<file path="config.mk">
export PLATFORM = sky130hd
export DESIGN_NAME = mem_bus_adapter
export DESIGN_NICKNAME = d
export VERILOG_FILES = /design/src/rtl/mem_bus_adapter.sv
export SDC_FILE = /design/constraint.sdc
export NUM_CORES = 1
export LEC_CHECK = 0
export CORE_UTILIZATION = 55
export CTS_BUF_LIST = sky130_fd_sc_hd__clkbuf_16
export CTS_CLUSTER_DIAMETER = 120
export CTS_CLUSTER_SIZE = 24
export DETAILED_ROUTE_END_ITERATION = 10
export DONT_BUFFER_PORTS = 1
export PLACE_DENSITY = 0.72
export SYNTH_ARGS = -nofsm -noshare
export SYNTH_HDL_FRONTEND = slang
export SYNTH_SLANG_ARGS = --single-unit
export TNS_END_PERCENT = 1
</file>
<file path="constraint.sdc">
create_clock -name clk -period 6.2 [get_ports clk]
set_input_delay 0.62 -clock clk [delete_from_list [all_inputs] [get_ports clk]]
set_output_delay 0.62 -clock clk [all_outputs]
set_load 0.03 [all_outputs]
</file>
<file path="src/rtl/mem_bus_adapter.sv">
// mem_bus_adapter
//
// Data-memory adapter between the CPU MEM stage and a 32-bit external bus.
// It takes one load/store request at a time and checks its alignment and
// size code. It then issues one or two word-aligned bus beats with byte
// strobes. Load data is sign- or zero-extended. The MEM stage receives a
// single one-cycle completion pulse.
//
// Ports
//   clk, rst            clock, asynchronous active-low reset
//   req_valid/ready     request handshake (ready only while idle)
//   req_write           1 = store, 0 = load
//   req_addr            byte address
//   req_wdata           right-aligned store data
//   req_control         funct3 size code (B,H,W,D,BU,HU,WU,illegal)
//   resp_valid          one-cycle completion pulse
//   resp_error          misaligned/illegal request, qualifies resp_valid
//   resp_rdata          extended load data, 0 for stores and errors
//   bus_valid/ready     beat handshake
//   bus_we              beat is a write
//   bus_addr            word-aligned beat address
//   bus_wdata/wstrb     write lanes and byte enables (strobes 0 on reads)
//   bus_rdata           read data, valid when bus_valid && bus_ready
//
// state | meaning
// ------+-------------------------------------------------------------
// IDLE  | waiting for a request, req_ready high
// BEAT0 | first (or only) bus beat in flight
// BEAT1 | high word of a doubleword at addr+4
// RESP  | one-cycle completion pulse to the MEM stage

module mem_bus_adapter #(
  parameter int WIDTH = 64
) (
  input  logic             clk,
  input  logic             rst,
  input  logic             req_valid,
  output logic             req_ready,
  input  logic             req_write,
  input  logic [WIDTH-1:0] req_addr,
  input  logic [WIDTH-1:0] req_wdata,
  input  logic [2:0]       req_control,
  output logic             resp_valid,
  output logic             resp_error,
  output logic [WIDTH-1:0] resp_rdata,
  output logic             bus_valid,
  input  logic             bus_ready,
  output logic             bus_we,
  output logic [WIDTH-1:0] bus_addr,
  output logic [31:0]      bus_wdata,
  output logic [3:0]       bus_wstrb,
  input  logic [31:0]      bus_rdata
);

  typedef enum logic [1:0] {
    IDLE  = 2'd0,
    BEAT0 = 2'd1,
    BEAT1 = 2'd2,
    RESP  = 2'd3
  } state_t;

  state_t state_q, state_d;

  logic             write_q;
  logic [2:0]       ctrl_q;
  logic [WIDTH-1:0] addr_q;
  logic [WIDTH-1:0] wdata_q;
  logic             err_q;
  logic [31:0]      lo_q;
  logic [WIDTH-1:0] rdata_q;

  logic             accept;
  logic             misaligned;
  logic             req_err;
  logic             is_double;
  logic             in_beat;
  logic             beat_done;
  logic [31:0]      lane;
  logic [WIDTH-1:0] lane_ext;
  logic [WIDTH-1:0] beat_base;
  logic [WIDTH-1:0] beat_ofs;

  assign accept    = req_valid && (state_q == IDLE);
  assign is_double = (ctrl_q == 3'b011);
  assign in_beat   = (state_q == BEAT0) || (state_q == BEAT1);
  assign beat_done = in_beat && bus_ready;

  // Alignment is judged by the size bits alone; BU/HU/WU share rules with B/H/W.
  always_comb begin
    misaligned = 1'b0;
    case (req_control[1:0])
      2'b00:   misaligned = 1'b0;
      2'b01:   misaligned = req_addr[0];
      2'b10:   misaligned = |req_addr[1:0];
      default: misaligned = |req_addr[2:0];
    endcase
  end

  // Unsigned size codes have no store meaning.
  assign req_err = (req_control == 3'b111) || (req_write && req_control[2]) || misaligned;

  // State register
  always_ff @(posedge clk or negedge rst) begin
    if (!rst) begin
      state_q <= IDLE;
    end else begin
      state_q <= state_d;
    end
  end

  // Next-state logic
  always_comb begin
    state_d = state_q;
    unique case (state_q)
      IDLE: begin
        if (req_valid) begin
          state_d = req_err ? RESP : BEAT0;
        end
      end
      BEAT0: begin
        if (bus_ready) begin
          state_d = is_double ? BEAT1 : RESP;
        end
      end
      BEAT1: begin
        if (bus_ready) begin
          state_d = RESP;
        end
      end
      RESP: begin
        state_d = IDLE;
      end
    endcase
  end

  // Request capture and read-data assembly
  always_ff @(posedge clk or negedge rst) begin
    if (!rst) begin
      write_q <= 1'b0;
      ctrl_q  <= 3'b000;
      addr_q  <= '0;
      wdata_q <= '0;
      err_q   <= 1'b0;
      lo_q    <= '0;
      rdata_q <= '0;
    end else begin
      if (accept) begin
        write_q <= req_write;
        ctrl_q  <= req_control;
        addr_q  <= req_addr;
        wdata_q <= req_wdata;
        err_q   <= req_err;
      end
      if (beat_done) begin
        if (state_q == BEAT1) begin
          rdata_q <= {bus_rdata, lo_q};
        end else if (is_double) begin
          lo_q <= bus_rdata;
        end else begin
          rdata_q <= lane_ext;
        end
      end
    end
  end

  // Addressed byte/half/word moved down to bit 0 before extension.
  assign lane = bus_rdata >> {addr_q[1:0], 3'b000};

  always_comb begin
    lane_ext = '0;
    case (ctrl_q)
      3'b000:  lane_ext = {{(WIDTH-8){lane[7]}}, lane[7:0]};
      3'b001:  lane_ext = {{(WIDTH-16){lane[15]}}, lane[15:0]};
      3'b010:  lane_ext = {{(WIDTH-32){lane[31]}}, lane[31:0]};
      3'b100:  lane_ext = {{(WIDTH-8){1'b0}}, lane[7:0]};
      3'b101:  lane_ext = {{(WIDTH-16){1'b0}}, lane[15:0]};
      3'b110:  lane_ext = {{(WIDTH-32){1'b0}}, lane[31:0]};
      default: lane_ext = '0;
    endcase
  end

  // The second beat of a doubleword sits at the next word.
  assign beat_base = {addr_q[WIDTH-1:2], 2'b00};
  assign beat_ofs  = {{(WIDTH-3){1'b0}}, (state_q == BEAT1), 2'b00};

  // Outputs are decoded from state and captured registers only, so every
  // bus field holds steady while a beat is stalled.
  always_comb begin
    req_ready  = (state_q == IDLE);
    resp_valid = (state_q == RESP);
    resp_error = (state_q == RESP) && err_q;
    resp_rdata = '0;
    bus_valid  = in_beat;
    bus_we     = in_beat && write_q;
    bus_addr   = '0;
    bus_wdata  = '0;
    bus_wstrb  = 4'b0000;

    if ((state_q == RESP) && !err_q && !write_q) begin
      resp_rdata = rdata_q;
    end

    if (in_beat) begin
      bus_addr = beat_base + beat_ofs;
    end

    if (in_beat && write_q) begin
      case (ctrl_q[1:0])
        2'b00: begin
          bus_wdata = {4{wdata_q[7:0]}};
          bus_wstrb = 4'b0001 << addr_q[1:0];
        end
        2'b01: begin
          bus_wdata = {2{wdata_q[15:0]}};
          bus_wstrb = 4'b0011 << addr_q[1:0];
        end
        2'b10: begin
          bus_wdata = wdata_q[31:0];
          bus_wstrb = 4'b1111;
        end
        default: begin
          bus_wdata = (state_q == BEAT1) ? wdata_q[63:32] : wdata_q[31:0];
          bus_wstrb = 4'b1111;
        end
      endcase
    end
  end

endmodule

</file>
==> metrics, run 1 <==
status=finished, violations left; failing checks=slew limit; via count=9478; Max IR drop VDD=0.0003605 V; first-pass GRT wire length=53.50 mm; Post-Syn Instances=1256; Starting Density=56.76%; Avg Inst Size Synth=9.985 sq um; gr ovfl total=0; layout cells sized above 1=20.05%; Setup Crit Path Kind=flop to output port; clk_lat worst skew=490 ps; vias in the first global route=9179; Pleak=5.395 nW; drt pass-1 iters=5; H-tree depth=1; RR Endpoint=rdata_q[28]; DR WL met2=16.32 mm; Least-Margin Pin Slew=1525 ps; DRT met1 WL=14.12 mm; pwr/cell area=623.0 mW/mm^2; critical-path cell list=inv_1 > ha_2 > ha_1 > ha_1 > nand4_1 > nor3_2 > nand4_1 > or4_1 > a21oi_1; R2R Path Start=state_q[0]; Unique masters post-synth=53; Post-CTS Hold Fix Bufs=1; worst min path class=primary input to async pin; Clock Tree Root=clkbuf_16; Max-Cap Viols=0; Final Net Count=1373; overall power=0.008110 W; die height=153 um; Required @ worst endpoint=5580 ps; period utilization=76.98%; top cell type's share of synthesized area=46.09%; WP data arrival=4150 ps; Placer Congestion=0.9161; Yosys warnings=0; post-route ant nets=0; post-cts sizing count=0; Hold Fails Final Rpt=0; fin crit period=4772 ps; Num CTS Buffers=13; FP Rows=54; Core ar.=0.02209 sq mm; Setup crit end kind=output port; All-Layer GR Usage=28.85%; max-slew violation count=52; Fillers=1901; cell taking the most area after synthesis=dfrtp_1; largest net degree at the start of global routing=232; reg-to-reg slack, setup=2880 ps; met3 wire len=2.837 mm; total die area=0.02341 sq mm; # setup viols final=0; fmax=0.2095 GHz; ys async rst share=100.0%; Startpoint Class=flop; Critical Path Start=state_q[0]; Sinks on Clock Net=231; # port buffers=0; number of synthesized flops with an enable pin=0; sequential fraction of the synthesis area=46.09%; Seq cells post-synth=231; CP max stage delay=650 ps; RSZ-0062 raised after global routing=no; # IOs=337; Crit Path Max Fanout=12; WL/cell=23.11 um; Reg clk slew, reported paths=100 ps; DIE WIDTH=153 um; DRT Wirelength=34.15 mm; Longest Clk Path Bufs=3; initial antenna violation count=3; CTS tree=built; detailed router's first-iteration violation count=831; Clock Skew=21.82 ps; hpwl dp=23.58 mm; vias per cell=6.413; slowest cell on the critical path=or4_1; Setup Total Neg Slack=0 ps; Residual DRC=0; setup bufs post-CTS=0; max layer used=met5; synthesized cell area=0.01254 sq mm; ys flop type=dfrtp_1; top cells by area, synth=dfrtp_1 (46%), mux2_2 (16%), and2_1 (3.6%), nand2_1 (3.5%), nor2_1 (3.4%); Area Growth Syn to Fin=3.801%; R2R cell count=8; Rel. slew slack=-1.674%; worst setup path endpoint=bus_addr[58]
power breakdown:
part	internal [W]	total [W]	switching (W)
Clock	0.000383	0.000875	0.000492
Combinational	0.00138	0.00437	0.00299
Sequential	0.00225	0.00287	0.000615
flip-flops by register name, indices dropped and copies added, names as in the netlist:
register / flops
addr_q: 64
ctrl_q: 3
err_q: 1
lo_q: 32
rdata_q: 64
state_q: 2
wdata_q: 64
write_q: 1
synthesized netlist by cell type (9+ instances only):
cell        n
xnor2_1    15
xor2_1     21
nand4_1    27
or3_1      20
dfrtp_1   231
nand3_1    41
mux2_2    173
and2_1     72
o22ai_1     9
mux2i_1    15
nor2_1    112
nor3_1     14
a21oi_1    77
and3_1     18
buf_1      10
nand2_1   116
o21ai_0    49
a221oi_1    9
a31oi_1    16
inv_1       9
clkbuf_1   68
o21ai_2    23
stage by stage:
stage	util [%]	instances	worst slack, ps	cell area, sq um	hold WS [ps]
4_1_cts	58.91	1477	1411	13020	273.3
6_report	58.92	1478	1428	13020	49.70
3_3_place_gp	57.26	1462	2056	12650	329.8
2_1_floorplan	-	1257	2775	12540	324.4
5_1_grt	58.92	1478	1098	13020	260.5
3_5_place_dp	57.26	1462	1924	12650	329.6
kinds of logic (layout without fill, tap and decap cells):
family | count (synthesis) | count (layout) | synth area share [%]
other | 1 | 3 | 0.02990
multiplexers | 189 | 189 | 16.91
AO/OA/AOI/OAI | 239 | 239 | 12.27
AND/OR/NAND/NOR | 457 | 457 | 18.33
flip-flops | 231 | 231 | 46.09
buffers and inverters | 96 | 36 | 3.153
adder cells (fa/ha/maj) | 7 | 7 | 0.6984
XOR/XNOR | 36 | 36 | 2.514
final cells by class:
cell class,instances,area (sq um),share of cell area (%)
Antenna cell,1,2.502,0.01922
Clock buffer,13,325.3,2.499
Clock inverter,1,11.26,0.08651
Inverter,9,33.78,0.2595
Multi-Input combinational cell,930,6396,49.13
Sequential cell,231,5781,44.41
Tap cell,280,350.3,2.691
Timing Repair Buffer,13,117.6,0.9035
metal layers:
metal	up-vias	global-route usage, %
li1	4346	-
met1	4652	38.48
met2	416	47.16
met3	62	6.379
met4	2	8.658
met5	-	0
placed cells by master, fill, tap and decap left out, drive strengths merged, types with 18 or more instances in the layout:
| cell | n |
|---|---|
| o21ai | 72 |
| nand3 | 41 |
| dfrtp | 231 |
| nor2 | 113 |
| xor2 | 21 |
| nand4 | 30 |
| nand2 | 116 |
| and2 | 72 |
| and3 | 18 |
| mux2 | 173 |
| a21oi | 77 |
| or3 | 20 |
how the worst min path moves through the flow:
stage / depth (start not counted) / slack (ps) / from / to
2_1_floorplan: 0 / 320 / rst / addr_q[0]
3_3_place_gp: 0 / 330 / rst / addr_q[42]
3_5_place_dp: 0 / 330 / rst / addr_q[41]
4_1_cts: 1 / 270 / bus_rdata[14] / lo_q[14]
5_1_grt: 1 / 260 / bus_rdata[0] / lo_q[0]
6_report: 1 / 50 / rst / addr_q[42]
worst max-delay path, delay by kind of cell (launching register included):
family | cells | cell delay, ps
AOI/OAI and AO/OA | 1 | 540
DFF | 1 | 440
buffers and inverters | 1 | 100
adders and majority gates | 3 | 630
and+or+nand+nor | 4 | 1960
Power figures use the tool's default switching activity.
==> run 2, diff against run 1 <==
Clock period 6.2 ns to 4.55 ns, I/O delays scaled along.
==> metrics, run 2 (synthesized netlist as in run 1, its figures left out) <==
status=finished, violations left; failing checks=hold timing; critical-path cell list=inv_1 > ha_2 > ha_1 > ha_1 > nand4_1 > nor3_2 > buf_4 > nand4_1 > or4_1 > a21oi_1 > buf_4; R2R cell count=8 (unchanged); pre-CTS WS=952.5 ps (-971.3 ps); largest net degree at the start of global routing=232 (unchanged); Rel. slew slack=21.88% (+24 points); Least-Margin Pin Slew=1163 ps (-362.2 ps); Max-Cap Viols=0 (unchanged); top flop regs=addr_q (64), rdata_q (64), wdata_q (64); clk_lat worst skew=490 ps (about the same); DRT met1 WL=14.10 mm (-0.16%); reg-to-reg slack, setup=1390 ps (-1490 ps); max-slew violation count=0 (-100%); R2R Path Start=state_q[0]; Residual DRC=0 (unchanged); max layer used=met4; initial antenna violation count=1 (-2); CTS tree=built; Required @ worst endpoint=4090 ps (-1490 ps); commonest non-fill, non-tap cell in the layout=dfrtp_1; fmax=0.2411 GHz; RSZ-0062 raised after global routing=no; Num CTS Buffers=13 (unchanged); detailed router's first-iteration violation count=823 (-0.96%); Area Growth Syn to Fin=6.296%; PnR worst setup slack=402.8 ps (-1025 ps); setup bufs post-CTS=0 (unchanged); Startpoint Class=flop; Crit Path Max Fanout=12 (unchanged); first-pass GRT wire length=53.84 mm (+0.63%); DR WL met2=16.15 mm (-1.0%); H-tree depth=1 (unchanged); met3 wire len=2.735 mm (-3.6%); period utilization=91.15%; via count=9698 (+2.3%); fin crit period=4147 ps; post-cts sizing count=0 (unchanged); # setup viols final=0 (unchanged); Setup crit end kind=output port; WP data arrival=3690 ps (-460 ps); Final Net Count=1411 (+2.8%); Critical Path Start=state_q[0]; Setup Crit Path Kind=flop to output port; DIE WIDTH=153 um (unchanged); hpwl dp=23.72 mm (+0.60%); Sinks on Clock Net=231 (unchanged); Core ar.=0.02209 sq mm (unchanged); gr ovfl total=0 (unchanged); Clock Skew=29.67 ps (+7.847 ps); Setup Total Neg Slack=0 ps (unchanged); post-route ant nets=0 (unchanged); WL/cell=22.62 um (-2.1%); Hold WS=-330.8 ps (-380.5 ps); total die area=0.02341 sq mm (unchanged); slowest cell on the critical path=or4_1; # IOs=337 (unchanged); drt pass-1 iters=5 (unchanged); DRT Wirelength=34.33 mm (+0.53%); worst min path class=primary input to async pin; CP max stage delay=630 ps (-20 ps); vias per cell=6.389 (-0.38%); Starting Density=56.76% (unchanged); layout cells sized above 1=22.64% (+2.6 points); Placer Congestion=0.9367 (+2.2%); Hold Fails Final Rpt=231 (+231); Fillers=1856 (-2.4%); vias in the first global route=9409 (+2.5%); die height=153 um (unchanged); Longest Clk Path Bufs=3 (unchanged); FP Rows=54 (unchanged); All-Layer GR Usage=28.95% (+0.10 points); # port buffers=0 (unchanged); Reg clk slew, reported paths=100 ps (about the same); most frequent cells in the layout=dfrtp_1 (231), mux2_2 (173), nand2_1 (115), nor2_1 (112), a21oi_1 (76); Clock Tree Root=clkbuf_16; worst setup path endpoint=bus_addr[58]; Pleak=5.605 nW (+3.9%); RR Endpoint=rdata_q[32]; Max IR drop VDD=0.0005065 V (+40%); pwr/cell area=854.3 mW/mm^2 (+37%)
## run 2: cell count changes in the layout (fill, tap and decap cells not counted)
cell        delta
inv_6          +1
clkinvlp_4     +1
inv_8          -1
buf_16         -1
buf_4         +38
buf_12         +1
bufinv_16      +1
## run 2: layer usage
metal,track usage [%],vias to the layer above
met5,0,-
met4,10.97,0
met3,6.578,80
met2,46.40,425
met1,38.39,4780
li1,-,4413
## run 2: through the flow
stage	area, sq um	hold slack, ps	utilization, %	std cells	power [W]
2_1_floorplan	12540	159.4	-	1257	0.008677
3_3_place_gp	12960	165.4	58.64	1501	0.009986
3_5_place_dp	12960	166.3	58.64	1501	0.01012
4_1_cts	13330	-362.2	60.32	1517	0.01141
5_1_grt	13330	-361.4	60.34	1518	0.01209
6_report	13330	-330.8	60.34	1518	0.01139
## run 2: cell type report
class	count	area, sq um	share of cell area (%)
multi-input combinational	930	6396	47.98
sequential	231	5781	43.36
timing repair buffer	51	395.4	2.966
tap	280	350.3	2.628
clock buffer	13	325.3	2.440
clock inverter	3	46.29	0.3473
inverter	9	33.78	0.2534
antenna	1	2.502	0.01877
## run 2: worst max-delay path, delay by kind of cell (launching register included)
kind            cells  cell delay (ps)
fa+ha+maj           3              640
flops               1              440
simple gates        4             1500
compound gates      1              150
buf+inv             3              470
## run 2: power breakdown
group | switching, W | internal [W] | leakage [nW] | total, W
sequential | 0.000865 | 0.00307 | 2.77 | 0.00394
clock | 0.000685 | 0.000582 | 0.179 | 0.00127
combinational | 0.00405 | 0.00214 | 2.65 | 0.00618
## run 2: worst min path at each step
stage               slack (ps)  depth (start not counted)          to
floorplan                  160                          0   addr_q[0]
global placement           170                          0   addr_q[4]
detailed placement         170                          0  addr_q[44]
CTS                       -360                          0  addr_q[52]
global route              -360                          0   addr_q[4]
finish                    -330                          0  addr_q[44]
==> run 3, diff against run 2 <==
Settings changed: PLACE_DENSITY 0.72 to 0.69, SLEW_MARGIN set to 20.
==> metrics, run 3 (synthesized netlist as in run 1, its figures left out) <==
DR WL met2=16.00 mm (-0.94%); top flop regs=addr_q (64), rdata_q (64), wdata_q (64); via count=9696 (-0.021%); overall power=0.01131 W (-0.71%); Pleak=5.598 nW (-0.13%); period utilization=92.25% (+1.1 points); worst min path class=primary input to async pin; slowest cell on the critical path=nor3_2; # setup viols final=0 (unchanged); met3 wire len=2.970 mm (+8.6%); pwr/cell area=849.2 mW/mm^2 (-0.59%); Setup Total Neg Slack=0 ps (unchanged); Max-Cap Viols=0 (unchanged); max layer used=met5; hpwl dp=24.14 mm (+1.8%); pre-CTS WS=592.5 ps (-360.0 ps); # IOs=337 (unchanged); Reg clk slew, reported paths=100 ps (about the same); Longest Clk Path Bufs=3 (unchanged); Num CTS Buffers=13 (unchanged); Hold Fails Final Rpt=231 (unchanged); largest net degree at the start of global routing=232 (unchanged); RSZ-0062 raised after global routing=no; WP data arrival=3740 ps (+50 ps); fmax=0.2382 GHz (-1.2%); post-route ant nets=0 (unchanged); WL/cell=22.85 um (+1.0%); detailed router's first-iteration violation count=760 (-7.7%); Clock Skew=18.20 ps (-11.47 ps); status=finished, violations left; CTS tree=built; Final Net Count=1414 (+0.21%); Least-Margin Pin Slew=1056 ps (-107.3 ps); commonest non-fill, non-tap cell in the layout=dfrtp_1; Sinks on Clock Net=231 (unchanged); Setup Crit Path Kind=flop to output port; layout cells sized above 1=22.78% (+0.14 points); Startpoint Class=flop; fin crit period=4198 ps (+50.27 ps); Max IR drop VDD=0.0004258 V (-16%); vias per cell=6.375 (-0.22%); die height=153 um (unchanged); max-slew violation count=0 (unchanged); DRT met1 WL=14.51 mm (+2.9%); vias in the first global route=9340 (-0.73%); Placer Congestion=0.9183 (-2.0%); Required @ worst endpoint=4090 ps (about the same); Starting Density=56.76% (unchanged); Worst Path Buf+Inv=3 (unchanged); DRT Wirelength=34.75 mm (+1.2%); critical-path cell list=inv_1 > ha_2 > ha_1 > ha_1 > nand4_1 > nor3_2 > nand4_1 > buf_4 > or4_1 > a21oi_1 > buf_4; total die area=0.02341 sq mm (unchanged); Core ar.=0.02209 sq mm (unchanged); first-pass GRT wire length=54.62 mm (+1.4%); PnR worst setup slack=352.5 ps (-50.27 ps); drt pass-1 iters=5 (unchanged); failing checks=hold timing; Setup crit end kind=output port; Area Growth Syn to Fin=6.176%; FP Rows=54 (unchanged); Rel. slew slack=29.09% (+7.2 points); post-cts sizing count=0 (unchanged); Hold WS=-341.5 ps (-10.75 ps); CP top delay family=simple AND/OR/NAND/NOR gates; H-tree depth=1 (unchanged); most frequent cells in the layout=dfrtp_1 (231), mux2_2 (173), nand2_1 (115), nor2_1 (112), a21oi_1 (76); DIE WIDTH=153 um (unchanged); CP max stage delay=590 ps (-40 ps); All-Layer GR Usage=29.55% (+0.60 points); gr ovfl total=0 (unchanged); Crit Path Max Fanout=7 (-5); Clock Tree Root=clkbuf_16; # port buffers=0 (unchanged); Residual DRC=0 (unchanged); clk_lat worst skew=480 ps (about the same); initial antenna violation count=5 (+4)
## run 3: worst reg2reg max path, stage by stage, from the launching register on
cell and delay [ps]:
dfrtp_1 430, inv_1 100, ha_2 180, buf_4 680
nor2_1 300, a21o_2 610, buf_4 370, a221oi_1 290
nor2_1 90
## run 3: area by class of cell
class	count	area [sq um]
diodes	3	7.507
clock buffers	13	325.3
clock inverters	1	11.26
fillers	1920	8778
inverters	9	33.78
multi-input cells	930	6401
flip-flops and latches	231	5781
well taps	280	350.3
repair buffers	54	405.4
## run 3: metrics by stage
stage	std cells	utilization, %	instance area [sq um]
global route	1521	60.27	13320
global placement	1501	58.59	12940
detailed placement	1501	58.59	12940
floorplan	1257	-	12540
CTS	1515	60.11	13280
finish	1521	60.27	13320
## run 3: worst paths after layout
check	from	to	slack, ps	depth (start not counted)
hold reg to reg	rdata_q[4]	rdata_q[4]	490	2
min in group clk	bus_rdata[9]	lo_q[9]	110	1
hold / removal	rst	addr_q[43]	-340	0
setup / recovery	state_q[0]	bus_addr[58]	350	11
setup reg to reg	state_q[0]	rdata_q[10]	1360	8
max in group asynchronous	rst	wdata_q[13]	4480	0
## run 3: routing by layer
| layer | track usage (%) | up-vias |
|---|---|---|
| met5 | 0 | - |
| met4 | 11.30 | 2 |
| met3 | 7.003 | 77 |
| met2 | 46.09 | 388 |
| met1 | 40.06 | 4800 |
| li1 | - | 4429 |
## run 3: repair_timing
| item | CTS | global route |
|---|---|---|
| buffers inserted | 0 | 3 |
| hold endpoints to repair | 231 | 231 |
| setup endpoints to repair | 0 | 5 |
## run 3: power by group
group          switching (W)  total [W]  internal, W
clock               0.000679    0.00120     0.000523
combinational        0.00409    0.00622      0.00213
sequential          0.000815    0.00389      0.00307
